`config.mk`:
```
export PLATFORM = sky130hd
export DESIGN_NAME = vga_timing_gen
export DESIGN_NICKNAME = d
export VERILOG_FILES = /design/src/rtl/vga_pkg.sv /design/src/rtl/vga_timing_gen_raster_counter.sv /design/src/rtl/vga_timing_gen.sv
export SDC_FILE = /design/constraint.sdc
export NUM_CORES = 1
export LEC_CHECK = 0
export CORE_ASPECT_RATIO = 1.1
export CORE_MARGIN = 3
export CORE_UTILIZATION = 35
export CTS_CLUSTER_DIAMETER = 200
export DETAILED_ROUTE_END_ITERATION = 7
export PLACE_DENSITY = 0.59
export SYNTH_ARGS = -nofsm -noshare
export SYNTH_HDL_FRONTEND = slang
export SYNTH_SLANG_ARGS = --single-unit
```
`constraint.sdc`:
```
create_clock -name clk -period 2.6 [get_ports clk]
set_clock_uncertainty 0.15 [all_clocks]
set_input_delay 0.26 -clock clk [delete_from_list [all_inputs] [get_ports clk]]
set_output_delay 0.26 -clock clk [all_outputs]
set_load 0.01 [all_outputs]
```
`src/rtl/vga_pkg.sv`:
```
// Shared mode defaults and sizing helpers for the raster timing generator.
// The default set is 640x480@60 with a two-clock pixel.
package vga_pkg;

  localparam int DEF_H_ACTIVE  = 640;
  localparam int DEF_H_FP      = 16;
  localparam int DEF_H_SYNC    = 96;
  localparam int DEF_H_BP      = 48;
  localparam int DEF_V_ACTIVE  = 480;
  localparam int DEF_V_FP      = 10;
  localparam int DEF_V_SYNC    = 2;
  localparam int DEF_V_BP      = 33;
  localparam int DEF_CLK_DIV   = 2;
  localparam int DEF_LOOKAHEAD = 4;

  function automatic int span_total(input int active, input int fp, input int sync, input int bp);
    return active + fp + sync + bp;
  endfunction

  // Counter width for a modulus; never narrower than one bit.
  function automatic int cnt_w(input int n);
    return (n > 1) ? $clog2(n) : 1;
  endfunction

endpackage

```
`src/rtl/vga_timing_gen_raster_counter.sv`:
```
// Horizontal/vertical position pair advancing one pixel per step.
// Exposes only the next-state values so callers can register outputs in lockstep.
module raster_counter #(
  parameter int H_TOTAL = 800,
  parameter int V_TOTAL = 525,
  parameter int HW      = 10,
  parameter int VW      = 10,
  parameter int H_RST   = 0,
  parameter int V_RST   = 0
) (
  input  logic          clk,
  input  logic          rst,
  input  logic          step,
  output logic [HW-1:0] h_nxt,
  output logic [VW-1:0] v_nxt
);

  localparam logic [HW-1:0] H_LAST = HW'(H_TOTAL - 1);
  localparam logic [VW-1:0] V_LAST = VW'(V_TOTAL - 1);

  logic [HW-1:0] h;
  logic [VW-1:0] v;

  always_comb begin
    h_nxt = h;
    v_nxt = v;
    if (step) begin
      if (h == H_LAST) begin
        h_nxt = '0;
        v_nxt = (v == V_LAST) ? '0 : v + 1'b1;
      end else begin
        h_nxt = h + 1'b1;
      end
    end
  end

  always_ff @(posedge clk or posedge rst) begin
    if (rst) begin
      h <= HW'(H_RST);
      v <= VW'(V_RST);
    end else begin
      h <= h_nxt;
      v <= v_nxt;
    end
  end

endmodule

```
`src/rtl/vga_timing_gen.sv`:
```
// Raster timing generator: pixel strobe, syncs, DE, coordinates and a
// look-ahead fetch coordinate stream that leads display in scan order.
module vga_timing_gen
  import vga_pkg::*;
#(
  parameter int H_ACTIVE  = DEF_H_ACTIVE,
  parameter int H_FP      = DEF_H_FP,
  parameter int H_SYNC    = DEF_H_SYNC,
  parameter int H_BP      = DEF_H_BP,
  parameter int V_ACTIVE  = DEF_V_ACTIVE,
  parameter int V_FP      = DEF_V_FP,
  parameter int V_SYNC    = DEF_V_SYNC,
  parameter int V_BP      = DEF_V_BP,
  parameter bit HS_POL    = 1'b0,
  parameter bit VS_POL    = 1'b0,
  parameter int CLK_DIV   = DEF_CLK_DIV,
  parameter int LOOKAHEAD = DEF_LOOKAHEAD,
  localparam int H_TOTAL  = span_total(H_ACTIVE, H_FP, H_SYNC, H_BP),
  localparam int V_TOTAL  = span_total(V_ACTIVE, V_FP, V_SYNC, V_BP),
  localparam int XW       = cnt_w(H_TOTAL),
  localparam int YW       = cnt_w(V_TOTAL)
) (
  input  logic          clk,
  input  logic          rst,
  input  logic          en,
  output logic          pix_en,
  output logic          hs,
  output logic          vs,
  output logic          de,
  output logic          blank,
  output logic [XW-1:0] x,
  output logic [YW-1:0] y,
  output logic          line_start,
  output logic          frame_start,
  output logic          fetch_valid,
  output logic [XW-1:0] fetch_x,
  output logic [YW-1:0] fetch_y
);

  localparam int DW = cnt_w(CLK_DIV);
  localparam logic [DW-1:0] DIV_LAST   = DW'(CLK_DIV - 1);
  // Inclusive bounds keep every constant inside the counter width.
  localparam logic [XW-1:0] H_ACT_LAST = XW'(H_ACTIVE - 1);
  localparam logic [XW-1:0] HS_FIRST   = XW'(H_ACTIVE + H_FP);
  localparam logic [XW-1:0] HS_LAST    = XW'(H_ACTIVE + H_FP + H_SYNC - 1);
  localparam logic [YW-1:0] V_ACT_LAST = YW'(V_ACTIVE - 1);
  localparam logic [YW-1:0] VS_FIRST   = YW'(V_ACTIVE + V_FP);
  localparam logic [YW-1:0] VS_LAST    = YW'(V_ACTIVE + V_FP + V_SYNC - 1);

  logic [DW-1:0] div;
  logic [XW-1:0] dh_n, fh_n;
  logic [YW-1:0] dv_n, fv_n;
  logic          de_n, hs_act, vs_act, fv_ok;

  assign pix_en = en && (div == DIV_LAST);

  always_ff @(posedge clk or posedge rst) begin
    if (rst)     div <= '0;
    else if (en) div <= pix_en ? '0 : div + 1'b1;
  end

  raster_counter #(
    .H_TOTAL(H_TOTAL), .V_TOTAL(V_TOTAL), .HW(XW), .VW(YW),
    .H_RST(H_TOTAL - 1), .V_RST(V_TOTAL - 1)
  ) u_disp (
    .clk(clk), .rst(rst), .step(pix_en), .h_nxt(dh_n), .v_nxt(dv_n)
  );

  // Fetch starts LOOKAHEAD pixels ahead of the display's pre-roll position.
  raster_counter #(
    .H_TOTAL(H_TOTAL), .V_TOTAL(V_TOTAL), .HW(XW), .VW(YW),
    .H_RST(LOOKAHEAD - 1), .V_RST(0)
  ) u_fetch (
    .clk(clk), .rst(rst), .step(pix_en), .h_nxt(fh_n), .v_nxt(fv_n)
  );

  always_comb begin
    de_n   = (dh_n <= H_ACT_LAST) && (dv_n <= V_ACT_LAST);
    hs_act = (dh_n >= HS_FIRST) && (dh_n <= HS_LAST);
    vs_act = (dv_n >= VS_FIRST) && (dv_n <= VS_LAST);
    fv_ok  = (fh_n <= H_ACT_LAST) && (fv_n <= V_ACT_LAST);
  end

  always_ff @(posedge clk or posedge rst) begin
    if (rst) begin
      hs          <= ~HS_POL;
      vs          <= ~VS_POL;
      de          <= 1'b0;
      x           <= '0;
      y           <= '0;
      line_start  <= 1'b0;
      frame_start <= 1'b0;
      fetch_valid <= 1'b0;
      fetch_x     <= '0;
      fetch_y     <= '0;
    end else begin
      line_start  <= pix_en && (dh_n == '0);
      frame_start <= pix_en && (dh_n == '0) && (dv_n == '0);
      if (pix_en) begin
        hs          <= hs_act ? HS_POL : ~HS_POL;
        vs          <= vs_act ? VS_POL : ~VS_POL;
        de          <= de_n;
        x           <= de_n ? dh_n : '0;
        y           <= de_n ? dv_n : '0;
        fetch_valid <= fv_ok;
        fetch_x     <= fv_ok ? fh_n : '0;
        fetch_y     <= fv_ok ? fv_n : '0;
      end
    end
  end

  assign blank = ~de;

endmodule

```
---- Word level (Yosys, flattened, before mapping) ----
Cells that the tools add are included.
storage, ports and cells
  bits in registers ....................... 87
  bits of input ports ..................... 3
  output and inout bits ................... 48
  logic and storage cells ................. 59
operators by class
  $add $sub $neg .......................... 5
  order comparisons ....................... 8
  equal/unequal tests ..................... 4
  multiplexer cells ....................... 17
  bitwise logic cells ..................... 1
  reduce and logical (&&, ||, !) cells .... 9
operators with widths
  kind                                                                 count
  2-to-1 mux 10 bit                                                    14
  adder 10 x 1 -> 10 bit (second input constant)                       4
  == test 10 bit (second input constant)                               4
  <= comparator 10 bit (second input constant)                         3
  <= comparator 10 x 9 -> 1 bit (second input constant)                3
  logical NOT 10 bit                                                   2
  greater-or-equal comparator 10 bit (second input constant)           1
  greater-or-equal comparator 10 x 9 -> 1 bit (second input constant)  1
  logical AND 1 bit                                                    7
  2-to-1 mux 1 bit                                                     3
  adder 1 bit (second input constant)                                  1
  inverter 1 bit                                                       1

---- Longest topological paths before layout ----
  depth after elaboration ................. 7
  mapped depth ............................ 9
  gate-level depth less buffers ........... 9

---- Hierarchy ----
Synthesis repeated with hierarchy kept, for this count alone.
second synthesis, totals
  cell total of the unflattened synthesis .. 405
  area total of the unflattened synthesis .. 4087.7 sq um
modules (own cells, without submodules)
  module                    instances  cells each  area each (sq um)  seq. area each (sq um)
  vga_timing_gen            1          215         2010.7             1178.6
  raster_counter (u_disp)   1          95          1043.5             513.0
  raster_counter (u_fetch)  1          95          1033.5             503.0

---- Least setup slack after synthesis ----
No wires, ideal clock.
  path kind ............................... flip-flop to flip-flop
  start point ............................. register u_fetch.h[0]
  end point ............................... register fetch_y[2]
  setup time .............................. 110 ps
  arrival ................................. 2562 ps
  data required time ...................... 2340 ps
  path slack .............................. -222 ps
  stages on the path, launching flop included .. 10
  path buffers ............................ 2
  period minus slack after synthesis ...... 2822 ps
  path through ............................ dfstp_2 > ha_1 > nand4_1 > or3_1 > buf_2 > or4_1 > a31oi_1 > a211oi_1 > buf_6 > o41ai_1
on the way
  longest elaborated chain between the ends .. 6
  elaborated cells on any way between the ends .. 10
  those cells by class .................... 1 x add/sub; 2 x order compare; 1 x eq/ne; 5 x mux; 1 x reduce/logical
RTL lines
  what                                                                          line                                                                      source
  start: declaration                                                            vga_timing_gen_raster_counter.sv:21                                       logic [HW-1:0] h;
  start signal: assignment                                                      vga_timing_gen_raster_counter.sv:39                                       h <= HW'(H_RST);
  start signal: assignment                                                      vga_timing_gen_raster_counter.sv:42                                       h <= h_nxt;
  adder 10 x 1 -> 10 bit / == test 10 bit (equally long branches)               vga_timing_gen_raster_counter.sv:32, vga_timing_gen_raster_counter.sv:28
  2-to-1 mux 10 bit                                                             vga_timing_gen_raster_counter.sv:28                                       if (h == H_LAST) begin
  2-to-1 mux 10 bit                                                             vga_timing_gen_raster_counter.sv:27                                       if (step) begin
  <= comparator 10 bit / <= comparator 10 x 9 -> 1 bit (equally long branches)  vga_timing_gen.sv:81                                                      fv_ok = (fh_n <= H_ACT_LAST) && (fv_n <= V_ACT_LAST);
  logical AND 1 bit                                                             vga_timing_gen.sv:81
  2-to-1 mux 10 bit *                                                           vga_timing_gen.sv:107                                                     fetch_y <= fv_ok ? fv_n : '0;
  end signal: assignment                                                        vga_timing_gen.sv:107
  end: declaration                                                              vga_timing_gen.sv:37                                                      output logic [YW-1:0] fetch_y
Every way passes the cells marked *; elsewhere a longest branch is shown, timed or not.
A chain may end at the register's enable or synchronous reset.

---- Worst setup path after layout ----
  start point ............................. register u_fetch.h[1]
  end point ............................... register fetch_x[1]
on the way
  longest elaborated chain between the ends .. 6
  elaborated cells on any way between the ends .. 10
  those cells by class .................... 1 x add/sub; 2 x order compare; 1 x eq/ne; 5 x mux; 1 x reduce/logical
RTL lines
  what                                                                          line                                                                      source
  adder 10 x 1 -> 10 bit / == test 10 bit (equally long branches)               vga_timing_gen_raster_counter.sv:32, vga_timing_gen_raster_counter.sv:28
  2-to-1 mux 10 bit                                                             vga_timing_gen_raster_counter.sv:28
  2-to-1 mux 10 bit                                                             vga_timing_gen_raster_counter.sv:27
  <= comparator 10 bit / <= comparator 10 x 9 -> 1 bit (equally long branches)  vga_timing_gen.sv:81
  logical AND 1 bit                                                             vga_timing_gen.sv:81
  2-to-1 mux 10 bit *                                                           vga_timing_gen.sv:106                                                     fetch_x <= fv_ok ? fh_n : '0;
  end signal: assignment                                                        vga_timing_gen.sv:106
  end: declaration                                                              vga_timing_gen.sv:36                                                      output logic [XW-1:0] fetch_x,
Marks and branches as above.

==> reports/summary.log <==
qor: global_routing.gr-total-overflow 0
qor: layout.post_route_cells_drive_above_1_share 0.3282
qor: run.cap_viol_max_count 0
qor: critical_path.crit_path_cell_trace ha_4, nand4_1, or3_4, or4_4, a31oi_4, a211oi_4, buf_6, buf_6, o31ai_1
qor: critical_path.ff2ff_setup_slack -0.12 ns
qor: critical_path.critical-path-top-cell-by-count sky130_fd_sc_hd__buf_6
qor: detailed_routing.totalWireLength 14,140 µm
qor: power.static-leakage-power 0.003010 µW
qor: detailed_routing.vias 4,417
qor: synth.synth-seq-cells 87
qor: floorplan.die_height 127.1 µm
qor: floorplan.i_o_pin_count 51
qor: critical_path.cpLargestDelayFamily simple AND/OR/NAND/NOR gates
qor: timing.timing.final.crit_share 1.045
qor: global_routing.grt.total_usage 0.1934
qor: place.buffer_ports.inserted 50
qor: place.hpwl_after_dpl 9631 µm
qor: critical_path.worstSetupStartpointType flip-flop
qor: clock_tree.tritoncts.num_buffers 9
qor: global_routing.grt_start_max_net_pins 88
qor: timing.setup_viol 41
qor: outcome.result_of_the_run finished with violations
qor: global_routing.antenna_found_initial 0
qor: critical_path.worstSetupEndpointType flip-flop
qor: synth.syn-cell-area 0.004664 mm²
qor: synth.syn-mean-instance-area 9.164 µm²
qor: critical_path.delay_of_the_slowest_cell_on_the_worst_path 0.56 ns
qor: clock_tree.cts-hold-fix-buffers 0
qor: detailed_routing.detail_route.vias_per_cell 5.460
qor: place.gp_routability_congestion 0.8633
qor: synth.yosys_most_used_dff sky130_fd_sc_hd__dfrtp_1
qor: critical_path.crit_path_max_fanout 5
qor: outcome.violations negative setup slack
qor: synth.synth_edf_count 0
qor: clock_tree.clock_tree.buffer_depth 2
qor: timing.period_needed 2.717 ns
qor: layout.antenna-diode-count 0
qor: timing.timing.slew.headroom 0.6811
qor: timing.grt_setup_unrepaired true
qor: detailed_routing.drt_first_pass_iters 4
qor: floorplan.starting_density_of_the_core 0.3643
qor: critical_path.crit_path_top_delay_cell sky130_fd_sc_hd__dfstp_2
qor: clock_tree.cts_num_sinks 87
qor: layout.final_area 0.007013 mm²
qor: layout.nNetsFinal 656
qor: critical_path.worst_ep_arrival 2.83 ns
qor: synth.synthesis.yosys.warnings 0
qor: hold_path.class_of_the_worst_hold_path input pin to async pin
qor: clock_tree.tritoncts done
qor: synth.synth-seq-area-share 0.4705
qor: synth.synth_async_sr_flop_share 1.000
qor: synth.synth.lib_cells_used.distinct 58
qor: synth.synthesis.nets 518
qor: power.power.density 666.4 mW/mm²
qor: place.post-place-cells 770
qor: detailed_routing.drcViolationCount 0
qor: power.worst_ir_drop_vdd 397.0 µV
qor: timing.fmax 368.0 MHz
qor: floorplan.fp.dieW 116.1 µm
qor: layout.final_cell_count_no_fill 809
qor: synth.syn-instance-count 509
qor: timing.post-route-worst-setup-slack -0.1173 ns
qor: critical_path.category_of_the_most_critical_setup_path flip-flop to flip-flop
qor: critical_path.worstPathRequired 2.71 ns
qor: critical_path.buf_inv_on_cp 2
qor: timing.max_slew.worst_pin.slew 0.4784 ns
qor: timing.finalHoldViolCount 0
qor: detailed_routing.drt.antenna.violating_nets 0
qor: global_routing.first_global_vias 4,563
qor: layout.area_growth_syn_to_layout 50.35%
qor: clock_tree.htreeDepth 3
qor: global_routing.global_route_wire_length_before_repair 22,540 µm
qor: clock_tree.worst_setup_hold_path_clk_slew 0.06 ns
qor: clock_tree.clk-insertion-delay-late 0.36 ns
qor: place.placed_instance_area 0.006016 mm²
qor: detailed_routing.routed_wl_per_cell 17.47 µm
qor: clock_tree.cts-root-buf sky130_fd_sc_hd__clkbuf_16
qor: timing.final-max-slew-violation-count 0
qor: floorplan.die_area 0.01475 mm²
qor: layout.num-fill-cells 1,144
qor: detailed_routing.dr.first_iter.drc_count 242
qor: floorplan.core 0.01280 mm²
qor: floorplan.rows 43
==> sequential cells by signal, summed over array words and instances, names as in the netlist, 10 cells and up <==
name	cells
fetch_y	10
u_fetch.h	10
fetch_x	10
u_disp.v	10
u_disp.h	10
x	10
y	10
u_fetch.v	10
==> kinds of logic after synthesis <==
family | share of synthesized area
AOI/OAI and AO/OA | 0.1467
xor gates and xnor gates | 0.06009
adders and majority gates | 0.01609
buffers and inverters | 0.04667
DFF | 0.4705
and+or+nand+nor | 0.2599
==> worst paths after layout <==
kind                                 to  cells past startpoint    startpoint
min reg2reg                        x[0]                      2          x[0]
max in group asynchronous  u_fetch.h[1]                      3           rst
min                         u_disp.v[8]                      3           rst
max                          fetch_x[1]                      9  u_fetch.h[1]
max reg2reg                  fetch_x[1]                      9  u_fetch.h[1]
min in group clk                   x[0]                      2          x[0]
==> metal layers <==
| layer | track usage | routed length [µm] | share of wire |
|---|---|---|---|
| met5 | 0 | 0 | 0 |
| met4 | 0.08532 | 542 | 0.038 |
| met3 | 0.03884 | 456 | 0.032 |
| met2 | 0.3427 | 7366 | 0.52 |
| met1 | 0.2233 | 5771 | 0.41 |
==> layout by cell type (no fill, tap or decap), drive strengths merged, types with 14 or more instances in the layout <==
master,Yosys,final
o21ai,39,39
clkdlybuf4s50,0,50
o31ai,14,14
nand2,88,88
nor2,19,19
nand3,30,30
dfrtp,73,73
dfstp,14,14
xnor2,20,20
inv,17,16
nand4,27,27
o41ai,14,14
buf,10,111
==> cell usage after synthesis (all sizes together), types with 2 or more instances <==
master,count,share of area
nand2,88,0.071
dfrtp,73,0.39
o21ai,39,0.042
nand3,30,0.032
nand4,27,0.036
clkbuf,26,0.021
xnor2,20,0.038
nor2,19,0.015
inv,17,0.014
dfstp,14,0.079
o31ai,14,0.023
o41ai,14,0.028
nor3,13,0.015
xor2,12,0.023
nor4,11,0.023
buf,10,0.012
a21oi,9,0.0097
and3,8,0.011
ha,6,0.016
or3,5,0.0067
a21o,4,0.0064
a31oi,4,0.0054
and2,4,0.0054
and4,4,0.0075
nand4b,4,0.0075
a211oi,3,0.0048
or2,3,0.0040
or4,3,0.0048
a2111oi,2,0.0038
nand2b,2,0.0027
nor2b,2,0.0027
nor4b,2,0.0038
==> power by group <==
group	internal, µW	switching (µW)	total (µW)
Clock	1060	556	1620
Sequential	1580	170	1750
Combinational	628	674	1300
==> what timing repair did <==
item                       4_1_cts  5_1_grt
setup endpoints to repair       43       44
resized for setup               33       68
pin swaps                       16       14
cloned                           1        3
buffers inserted                11       11
==> per-stage QoR <==
stage	TNS, ns	util	total power, µW	hold WS, ns	worst slack [ns]
4_1_cts	-0.2466	0.5178	4665	0.2608	-0.05721
2_1_floorplan	-0.1512	-	2318	0.1971	-0.05203
5_1_grt	-6.115	0.5477	4903	0.2873	-0.2188
6_report	-2.135	0.5477	4674	0.2379	-0.1173
3_3_place_gp	-2.833	0.4698	2922	0.3076	-0.1567
3_5_place_dp	-4.348	0.4698	2949	0.3134	-0.1904
==> worst min-delay path: cells and delay by family <==
kind / cells / cell delay, ns
buf+inv: 3 / 0.91
==> layout make-up <==
cell class | instances | area (µm²) | area share
sequential | 87 | 2195 | 0.3129
inverter | 17 | 67.56 | 0.009634
tap | 157 | 196.4 | 0.02801
multi-input combinational | 369 | 2709 | 0.3863
clock inverter | 5 | 128.9 | 0.01838
timing repair buffer | 163 | 1474 | 0.2102
clock buffer | 11 | 242.7 | 0.03461
No activity file was read; power rests on OpenSTA's default activity.
